--- src/rtl/fetch_pkg.sv ---
// Shared types and constants for the fetch sequencer slice.
package fetch_pkg;

  typedef enum logic [1:0] {
    S_IDLE,
    S_REQ,
    S_WAIT,
    S_DROP
  } fetch_state_t;

  localparam int INST_W  = 32;
  localparam int PC_STEP = 4;

endpackage

--- src/rtl/fetch_out_buffer.sv ---
// Decode-facing output register: loads a fetched instruction, holds it under stall, drops it on flush.
module fetch_out_buffer
  import fetch_pkg::*;
#(
  parameter int XLEN = 64
) (
  input  logic              clock,
  input  logic              reset_n,
  input  logic              load,
  input  logic              flush,
  input  logic              stall,
  input  logic [INST_W-1:0] load_inst,
  input  logic [XLEN-1:0]   load_pc,
  output logic              inst_valid,
  output logic [INST_W-1:0] inst,
  output logic [XLEN-1:0]   inst_pc
);

  // Flush wins over load; payload is left untouched when only the valid bit drops.
  always_ff @(posedge clock or negedge reset_n) begin
    if (!reset_n) begin
      inst_valid <= 1'b0;
      inst       <= '0;
      inst_pc    <= '0;
    end else if (flush) begin
      inst_valid <= 1'b0;
    end else if (load) begin
      inst_valid <= 1'b1;
      inst       <= load_inst;
      inst_pc    <= load_pc;
    end else if (!stall) begin
      inst_valid <= 1'b0;
    end
  end

endmodule

--- src/rtl/fetch_sequencer.sv ---
// Fetch PC owner and single-outstanding imem request sequencer with redirect squashing.
// Optional build macro: FETCH_MISALIGN_TRAP_EN (misaligned redirects trap and halt fetch).
module fetch_sequencer
  import fetch_pkg::*;
#(
  parameter int              XLEN     = 64,
  parameter logic [XLEN-1:0] RESET_PC = '0
) (
  input  logic              clock,
  input  logic              reset_n,
  output logic              imem_req_valid,
  input  logic              imem_req_ready,
  output logic [XLEN-1:0]   imem_req_addr,
  input  logic              imem_rsp_valid,
  input  logic [INST_W-1:0] imem_rsp_data,
  input  logic              redirect_valid,
  input  logic [XLEN-1:0]   redirect_pc,
  input  logic              stall,
`ifdef FETCH_MISALIGN_TRAP_EN
  output logic              misalign_trap,
`endif
  output logic              inst_valid,
  output logic [INST_W-1:0] inst,
  output logic [XLEN-1:0]   inst_pc
);

  fetch_state_t    state;
  fetch_state_t    state_next;
  logic [XLEN-1:0] fetch_pc;
  logic [XLEN-1:0] redirect_target;
  logic            redirect_misalign;
  logic            redirect_take;
  logic            halted;
  logic            halted_next;
  logic            req_fire;
  logic            rsp_load;

`ifdef FETCH_MISALIGN_TRAP_EN
  assign redirect_misalign = redirect_valid && (redirect_pc[1:0] != 2'b00);
  assign redirect_target   = redirect_pc;

  // A misaligned redirect parks fetch until an aligned redirect arrives.
  always_ff @(posedge clock or negedge reset_n) begin
    if (!reset_n) begin
      halted        <= 1'b0;
      misalign_trap <= 1'b0;
    end else begin
      halted        <= halted_next;
      misalign_trap <= redirect_misalign;
    end
  end
`else
  logic unused_redirect_lsbs;

  assign unused_redirect_lsbs = ^redirect_pc[1:0];
  assign redirect_misalign    = 1'b0;
  assign redirect_target      = {redirect_pc[XLEN-1:2], 2'b00};
  assign halted               = 1'b0;
`endif

  assign redirect_take = redirect_valid && !redirect_misalign;
  assign imem_req_addr = fetch_pc;

  always_ff @(posedge clock or negedge reset_n) begin
    if (!reset_n) begin
      state    <= S_IDLE;
      fetch_pc <= RESET_PC;
    end else begin
      state <= state_next;
      if (redirect_take) begin
        fetch_pc <= redirect_target;
      end else if (rsp_load) begin
        fetch_pc <= fetch_pc + XLEN'(PC_STEP);
      end
    end
  end

  // A request accepted before a redirect is still owed a response, hence S_DROP.
  always_comb begin
    state_next     = state;
    imem_req_valid = 1'b0;
    req_fire       = 1'b0;
    rsp_load       = 1'b0;
    halted_next    = halted;
    if (redirect_misalign) begin
      halted_next = 1'b1;
    end else if (redirect_take) begin
      halted_next = 1'b0;
    end

    case (state)
      S_IDLE: begin
        if (!halted_next) begin
          state_next = S_REQ;
        end
      end
      S_REQ: begin
        imem_req_valid = !(inst_valid && stall);
        req_fire       = imem_req_valid && imem_req_ready;
        if (redirect_valid) begin
          if (req_fire) begin
            state_next = S_DROP;
          end else if (halted_next) begin
            state_next = S_IDLE;
          end else begin
            state_next = S_REQ;
          end
        end else if (req_fire) begin
          state_next = S_WAIT;
        end
      end
      S_WAIT: begin
        if (redirect_valid) begin
          if (!imem_rsp_valid) begin
            state_next = S_DROP;
          end else if (halted_next) begin
            state_next = S_IDLE;
          end else begin
            state_next = S_REQ;
          end
        end else if (imem_rsp_valid) begin
          rsp_load   = 1'b1;
          state_next = S_REQ;
        end
      end
      S_DROP: begin
        if (imem_rsp_valid) begin
          state_next = halted_next ? S_IDLE : S_REQ;
        end
      end
      default: begin
        state_next = S_IDLE;
      end
    endcase
  end

  fetch_out_buffer #(
    .XLEN(XLEN)
  ) u_out_buffer (
    .clock     (clock),
    .reset_n   (reset_n),
    .load      (rsp_load),
    .flush     (redirect_valid),
    .stall     (stall),
    .load_inst (imem_rsp_data),
    .load_pc   (fetch_pc),
    .inst_valid(inst_valid),
    .inst      (inst),
    .inst_pc   (inst_pc)
  );

endmodule

--- config.mk ---
export PLATFORM = sky130hd
export DESIGN_NAME = fetch_sequencer
export DESIGN_NICKNAME = d
export VERILOG_FILES = /design/src/rtl/fetch_pkg.sv /design/src/rtl/fetch_out_buffer.sv /design/src/rtl/fetch_sequencer.sv
export SDC_FILE = /design/constraint.sdc
export NUM_CORES = 1
export LEC_CHECK = 0
export CAP_MARGIN = 20
export CORE_MARGIN = 1.5
export CORE_UTILIZATION = 41
export CTS_CLUSTER_SIZE = 40
export DETAILED_ROUTE_END_ITERATION = 8
export PLACE_DENSITY = 0.71
export SYNTH_ARGS = -nofsm -noshare
export SYNTH_HDL_FRONTEND = slang
export SYNTH_SLANG_ARGS = --single-unit
--- constraint.sdc ---
create_clock -name clock -period 5.6 [get_ports clock]
set_input_delay 0.56 -clock clock [delete_from_list [all_inputs] [get_ports clock]]
set_output_delay 0.56 -clock clock [all_outputs]
set_load 0.01 [all_outputs]
==> impl_metrics.json, run 1 <==
{
  "outcome": "complete, no violations",
  "p_comb_share_pct": 30.8,
  "drc_errors": 0,
  "syn-cell-area_um2": 7450,
  "cts_tree": "done",
  "clk_latency_ps": 430,
  "numCtsBuffers": 17,
  "crit_path_max_incr_delay_ps": 840,
  "ctsHoldBuffers": 0,
  "clkSlewWorstSetupHoldPaths_ps": 70,
  "hold_viol_final": 0,
  "cp_max_fo": 14,
  "clkPwrFrac_pct": 27.6,
  "yosysUniqueCellTypes": 45,
  "num_rows": 49,
  "grt_pass1_vias": 5849,
  "worst_slew_pin_slew_ps": 945,
  "max_slew_margin_pct": 37.0,
  "core_area_um2": 17900,
  "synthTopCellsByArea": "dfrtp_1, mux2_2, nand2_1",
  "power_switching_mw": 1.16,
  "grt_overflow_total": 0,
  "whs_ps": 27.4,
  "p_leak_nw": 4.30,
  "pwr-share-seq_pct": 41.6,
  "fin_nets": 1020,
  "async_reset_ff_share_pct": 100,
  "worst_setup_path_end_kind": "flip-flop",
  "crit_path_top_delay_cell": "or4_1",
  "antenna_found_initial": 0,
  "initial_core_util_pct": 41.6,
  "final_antenna_net_count": 0,
  "hp-class": "in2async",
  "num-fill-cells": 1556,
  "antenna_cells": 0,
  "crit_chain": "clkdlybuf4s50_1, nand3b_1, or4_1, or4_4, or3_1, a31oi_1",
  "die-area_um2": 19000,
  "setup_viol": 0,
  "detailed_place.area_um2": 10200,
  "io_buffers": 257,
  "tns_ps": 0,
  "ys_ff_latch": 159,
  "mostFrequentLayoutCell": "clkdlybuf4s50_1",
  "routabilityCongestion": 0.813,
  "fin_crit_ps": 3070,
  "grt.total_usage_pct": 22.2,
  "wl_per_cell_um": 18.1,
  "area_growth_pct": 44.5,
  "drt_iter0_markers": 320,
  "fp.dieW_um": 138,
  "cts.sinks": 159,
  "fin_worst_skew_ps": 9.51,
  "grt_max_degree": 79,
  "worstPathArrival_ps": 3430,
  "final_max_slew_viol_count": 0,
  "cts_setup_buffers": 0,
  "drv_cap": 0,
  "dp_hpwl_um": 15100,
  "synth_edf_count": 0,
  "power_mw": 3.96,
  "fin_area_um2": 10800,
  "io_pins": 264,
  "grt_pass1_wl_um": 32200,
  "htree_num_levels": 4,
  "synth_warnings": 0,
  "die_y_um": 138,
  "root_buffer": "clkbuf_16",
  "cts_buffer_depth": 2,
  "vias": 6169,
  "synth_top_area_share_pct": 53.4,
  "ys_seq_area_share_pct": 53.4,
  "netlist_instances": 671,
  "p_int_mw": 2.80,
  "yosysTopAreaCell": "dfrtp_1",
  "drt-total-wl_um": 21000,
  "cp-start-kind": "primary input",
  "drtPass1Iterations": 5,
  "cts_resized": 0,
  "p_per_area_nw_per_um2": 368,
  "worst_ep_required_time_ps": 5950,
  "ir_drop_mv": 0.214,
  "drive_gt1_share_pct": 15.1,
  "layout_common_cells": "clkdlybuf4s50_1, dfrtp_1, mux2_2",
  "max_freq_mhz": 325,
  "fin_crit_sh_pct": 54.9,
  "critical_path_class": "in2reg",
  "ys.flop_type": "dfrtp_1",
  "swShare_pct": 29.3,
  "viasPerCell": 5.32,
  "rsz0062_at_grt": "no",
  "synth.avg_cell_area_um2": 11.1
}
==> routing by layer <==
layer	part of all wire (%)	GRT usage, %
met5	0	0
met4	1.4	6.83
met3	7.6	6.33
met2	47	34.4
met1	44	30.3
==> Yosys cell counts, types with 2 or more instances <==
cell / number
dfrtp_1: 159
mux2_2: 95
nand2_1: 67
o21ai_0: 44
nand4_1: 33
clkbuf_1: 30
nor2_1: 27
nor4_1: 25
nand3_1: 24
xnor2_1: 23
nor3_1: 16
or4_1: 13
xor2_1: 13
a31oi_1: 10
nor2b_1: 9
or3_1: 9
inv_1: 8
and3_1: 7
a22oi_1: 5
a221o_1: 4
and4_1: 4
buf_4: 4
mux2i_1: 4
a211o_1: 3
nand2b_1: 3
o31a_1: 3
o31ai_1: 3
or2_2: 3
a21oi_1: 2
a22o_1: 2
and3b_1: 2
buf_1: 2
buf_2: 2
nand4_4: 2
==> power by group through the flow <==
stage	Clock, mW	Sequential (mW)	Combinational (mW)
floorplan	0	1.78	0.332
global placement	0	1.65	1.22
detailed placement	0	1.67	1.23
CTS	1.12	1.65	1.24
global route	1.16	1.69	1.31
finish	1.09	1.65	1.22
==> worst max-delay path: cells and delay by family <==
kind,cells,cell delay [ps]
buffers and inverters,1,480
and+or+nand+nor,4,2230
AOI/OAI and AO/OA,1,160
==> cell families after synthesis <==
group           synth area share, %
simple gates                   18.1
flops                          53.4
mux                            14.9
compound gates                 6.54
buf+inv                        2.55
xor+xnor                       4.23
fa+ha+maj                     0.168
other cells                  0.0504
==> registers in the layout, summed over array words and instances, names as in the netlist <==
signal                   count
imem_req_addr               62
state                        2
u_out_buffer.inst           32
u_out_buffer.inst_pc        62
u_out_buffer.inst_valid      1
==> per-stage QoR <==
stage                     worst slack [ps]  util [%]  cells
after global routing                  2370      60.1   1159
after CTS                             2520      60.1   1159
final                                 2530      60.1   1159
after floorplan                       3190         -    674
after detailed placement              2050      57.1   1127
after global placement                2070      57.1   1127
==> final cells by class <==
cell class	count	area, um2	share of cell area, %
flip-flops and latches	159	3980	37.0
well taps	229	287	2.66
inverters	8	30.0	0.279
clock buffers	18	429	3.99
clock inverters	14	120	1.12
repair buffers	262	2620	24.4
multi-input cells	469	3300	30.6
==> worst paths after layout <==
path / from / endpoint / slack [ps] / cells past startpoint
worst max-delay path: imem_rsp_valid / imem_req_addr[58] / 2530 / 6
worst min-delay path: reset_n / imem_req_addr[25] / 30 / 1
worst max register to register: imem_req_addr[5] / imem_req_addr[57] / 2620 / 5
worst min register to register: u_out_buffer.inst_pc[25] / u_out_buffer.inst_pc[25] / 510 / 1
max in group asynchronous: reset_n / u_out_buffer.inst_pc[19] / 4290 / 2
min in group clock: u_out_buffer.inst_pc[25] / u_out_buffer.inst_pc[25] / 510 / 1
No activity file was read; power rests on OpenSTA's default activity.
==> inputs of run 2 (changes only) <==
PLACE_DENSITY = 0.74   (was 0.71)
clock period = 2.8 ns   (was 5.6 ns; I/O delays follow)
==> run 2 against run 1 <==
Die area unchanged. Via count up 3.2%. Count of clock-buffer cells in the layout fell by 1. Non-clock buffer count rose by 18. Clock skew down 0.83 ps. Wire length is 1.1% higher. Cell area grew 1.8%. Sequential share of layout area down 0.65 points. Worst hold slack better by 330 ps. Largest power group unchanged.
==> impl_metrics.json, run 2 (same netlist as run 1, synthesis figures left out) <==
{
  "power_mw": 8.12,
  "p_per_area_nw_per_um2": 741,
  "wl_per_cell_um": 18.1,
  "fp.dieW_um": 138,
  "final_antenna_net_count": 0,
  "htree_num_levels": 4,
  "fin_area_um2": 11000,
  "grt_max_degree": 78,
  "critPathLaunch": "imem_req_addr[5]",
  "cp_max_fo": 10,
  "clkSlewWorstSetupHoldPaths_ps": 70,
  "area_growth_pct": 47.1,
  "rrSetupSlack_ps": 290,
  "p_comb_share_pct": 30.4,
  "fin_nets": 1038,
  "fin_crit_ps": 2510,
  "detailed_place.area_um2": 10400,
  "worstPathArrival_ps": 2870,
  "drc_errors": 0,
  "cp-endpoint": "imem_req_addr[45]",
  "grt_pass1_wl_um": 32700,
  "cts.sinks": 159,
  "final_max_slew_viol_count": 0,
  "tns_ps": 0,
  "die_y_um": 138,
  "dp_hpwl_um": 15500,
  "drt_iter0_markers": 369,
  "initial_core_util_pct": 41.6,
  "swShare_pct": 29.3,
  "drive_gt1_share_pct": 16.7,
  "worst_ep_required_time_ps": 3150,
  "rr_startpoint": "imem_req_addr[5]",
  "whs_ps": 353,
  "hold_viol_final": 0,
  "antenna_cells": 0,
  "core_area_um2": 17900,
  "fin_ws_ps": 288,
  "routabilityCongestion": 0.820,
  "p_int_mw": 5.74,
  "dp_slack_ps": 170,
  "viasPerCell": 5.41,
  "drt-total-wl_um": 21200,
  "power_switching_mw": 2.38,
  "mostFrequentLayoutCell": "clkdlybuf4s50_1",
  "grt_pass1_vias": 6094,
  "fin_worst_skew_ps": 8.68,
  "rsz0062_at_grt": "no",
  "max_freq_mhz": 398,
  "clk_latency_ps": 430,
  "drv_cap": 0,
  "r2r_cells": 6,
  "cts_resized": 0,
  "vias": 6365,
  "r2r-end": "imem_req_addr[45]",
  "critical_path_class": "reg2reg",
  "num-fill-cells": 1476,
  "clkPwrFrac_pct": 29.1,
  "antenna_found_initial": 0,
  "max_slew_margin_pct": 57.3,
  "setup_viol": 0,
  "cts_buffer_depth": 2,
  "die-area_um2": 19000,
  "root_buffer": "clkbuf_16",
  "layout_common_cells": "clkdlybuf4s50_1, dfrtp_1, mux2_2",
  "drtPass1Iterations": 5,
  "hp-class": "in2reg",
  "worst_slew_pin_slew_ps": 635,
  "pwr-share-seq_pct": 40.5,
  "numCtsBuffers": 17,
  "num_rows": 49,
  "grt.total_usage_pct": 22.6,
  "io_pins": 264,
  "p_leak_nw": 4.42,
  "fin_crit_sh_pct": 89.7,
  "ir_drop_mv": 0.458,
  "cp-start-kind": "flip-flop",
  "outcome": "complete, no violations",
  "cts_tree": "done",
  "grt_overflow_total": 0,
  "worst_setup_path_end_kind": "flip-flop",
  "io_buffers": 257
}
-- run 2: cell count changes in the layout (fill, tap and decap cells not counted), sizes merged --
cell	delta
buf	+17
bufinv	+1
clkbuf	-1
clkinv	-4
dlygate4sd3	+1
inv	+4
-- run 2: final cells by class --
type | instances | area, um2 | area share, %
flip-flops and latches | 159 | 3980 | 36.3
clock buffers | 17 | 425 | 3.88
inverters | 8 | 30.0 | 0.274
multi-input cells | 469 | 3300 | 30.1
repair buffers | 280 | 2770 | 25.3
clock inverters | 15 | 168 | 1.53
well taps | 229 | 287 | 2.62
-- run 2: power by group through the flow --
| stage | clock network [mW] | logic (mW) | registers [mW] |
|---|---|---|---|
| after floorplan | 0 | 0.664 | 3.56 |
| after global placement | 0 | 2.45 | 3.30 |
| after detailed placement | 0 | 2.48 | 3.33 |
| after CTS | 2.41 | 2.49 | 3.29 |
| after global routing | 2.51 | 2.64 | 3.38 |
| final | 2.36 | 2.47 | 3.29 |
-- run 2: worst max-delay path, stage by stage, from the launching register on --
cell and delay, ps:
dfrtp_1 520, nand4_4 220, nor3_1 510, buf_4 230
nand4_1 290, or4_1 490, a31oi_1 170
-- run 2: per-stage QoR --
stage               util, %  std cells
global route           61.2       1177
CTS                    61.2       1177
floorplan                 -        674
finish                 61.2       1177
detailed placement     57.8       1144
global placement       57.8       1144
-- run 2: worst min path at each step --
stage / from / to / slack (ps) / cells past startpoint
after global routing: redirect_valid / u_out_buffer.inst_valid / 390 / 2
after floorplan: reset_n / imem_req_addr[10] / -20 / 0
after detailed placement: reset_n / u_out_buffer.inst_pc[29] / 290 / 1
after global placement: reset_n / u_out_buffer.inst_pc[29] / 300 / 1
final: redirect_valid / imem_req_addr[7] / 350 / 3
after CTS: redirect_valid / imem_req_addr[7] / 350 / 3
-- run 2: layer usage --
layer | up-vias | part of all wire [%] | routed length, um | GRT usage [%]
met2 | 246 | 47 | 9990 | 35.4
met4 | 0 | 1.3 | 279 | 6.25
li1 | 3007 | - | - | -
met5 | - | 0 | 0 | 0
met1 | 3089 | 43 | 9060 | 30.0
met3 | 23 | 9.0 | 1920 | 7.47
-- run 2: timing repair --
item	in CTS	in global routing
setup buffers	0	0
hold endpoints to repair	54	0
endpoints found under the setup margin	0	0
hold buffers	1	0
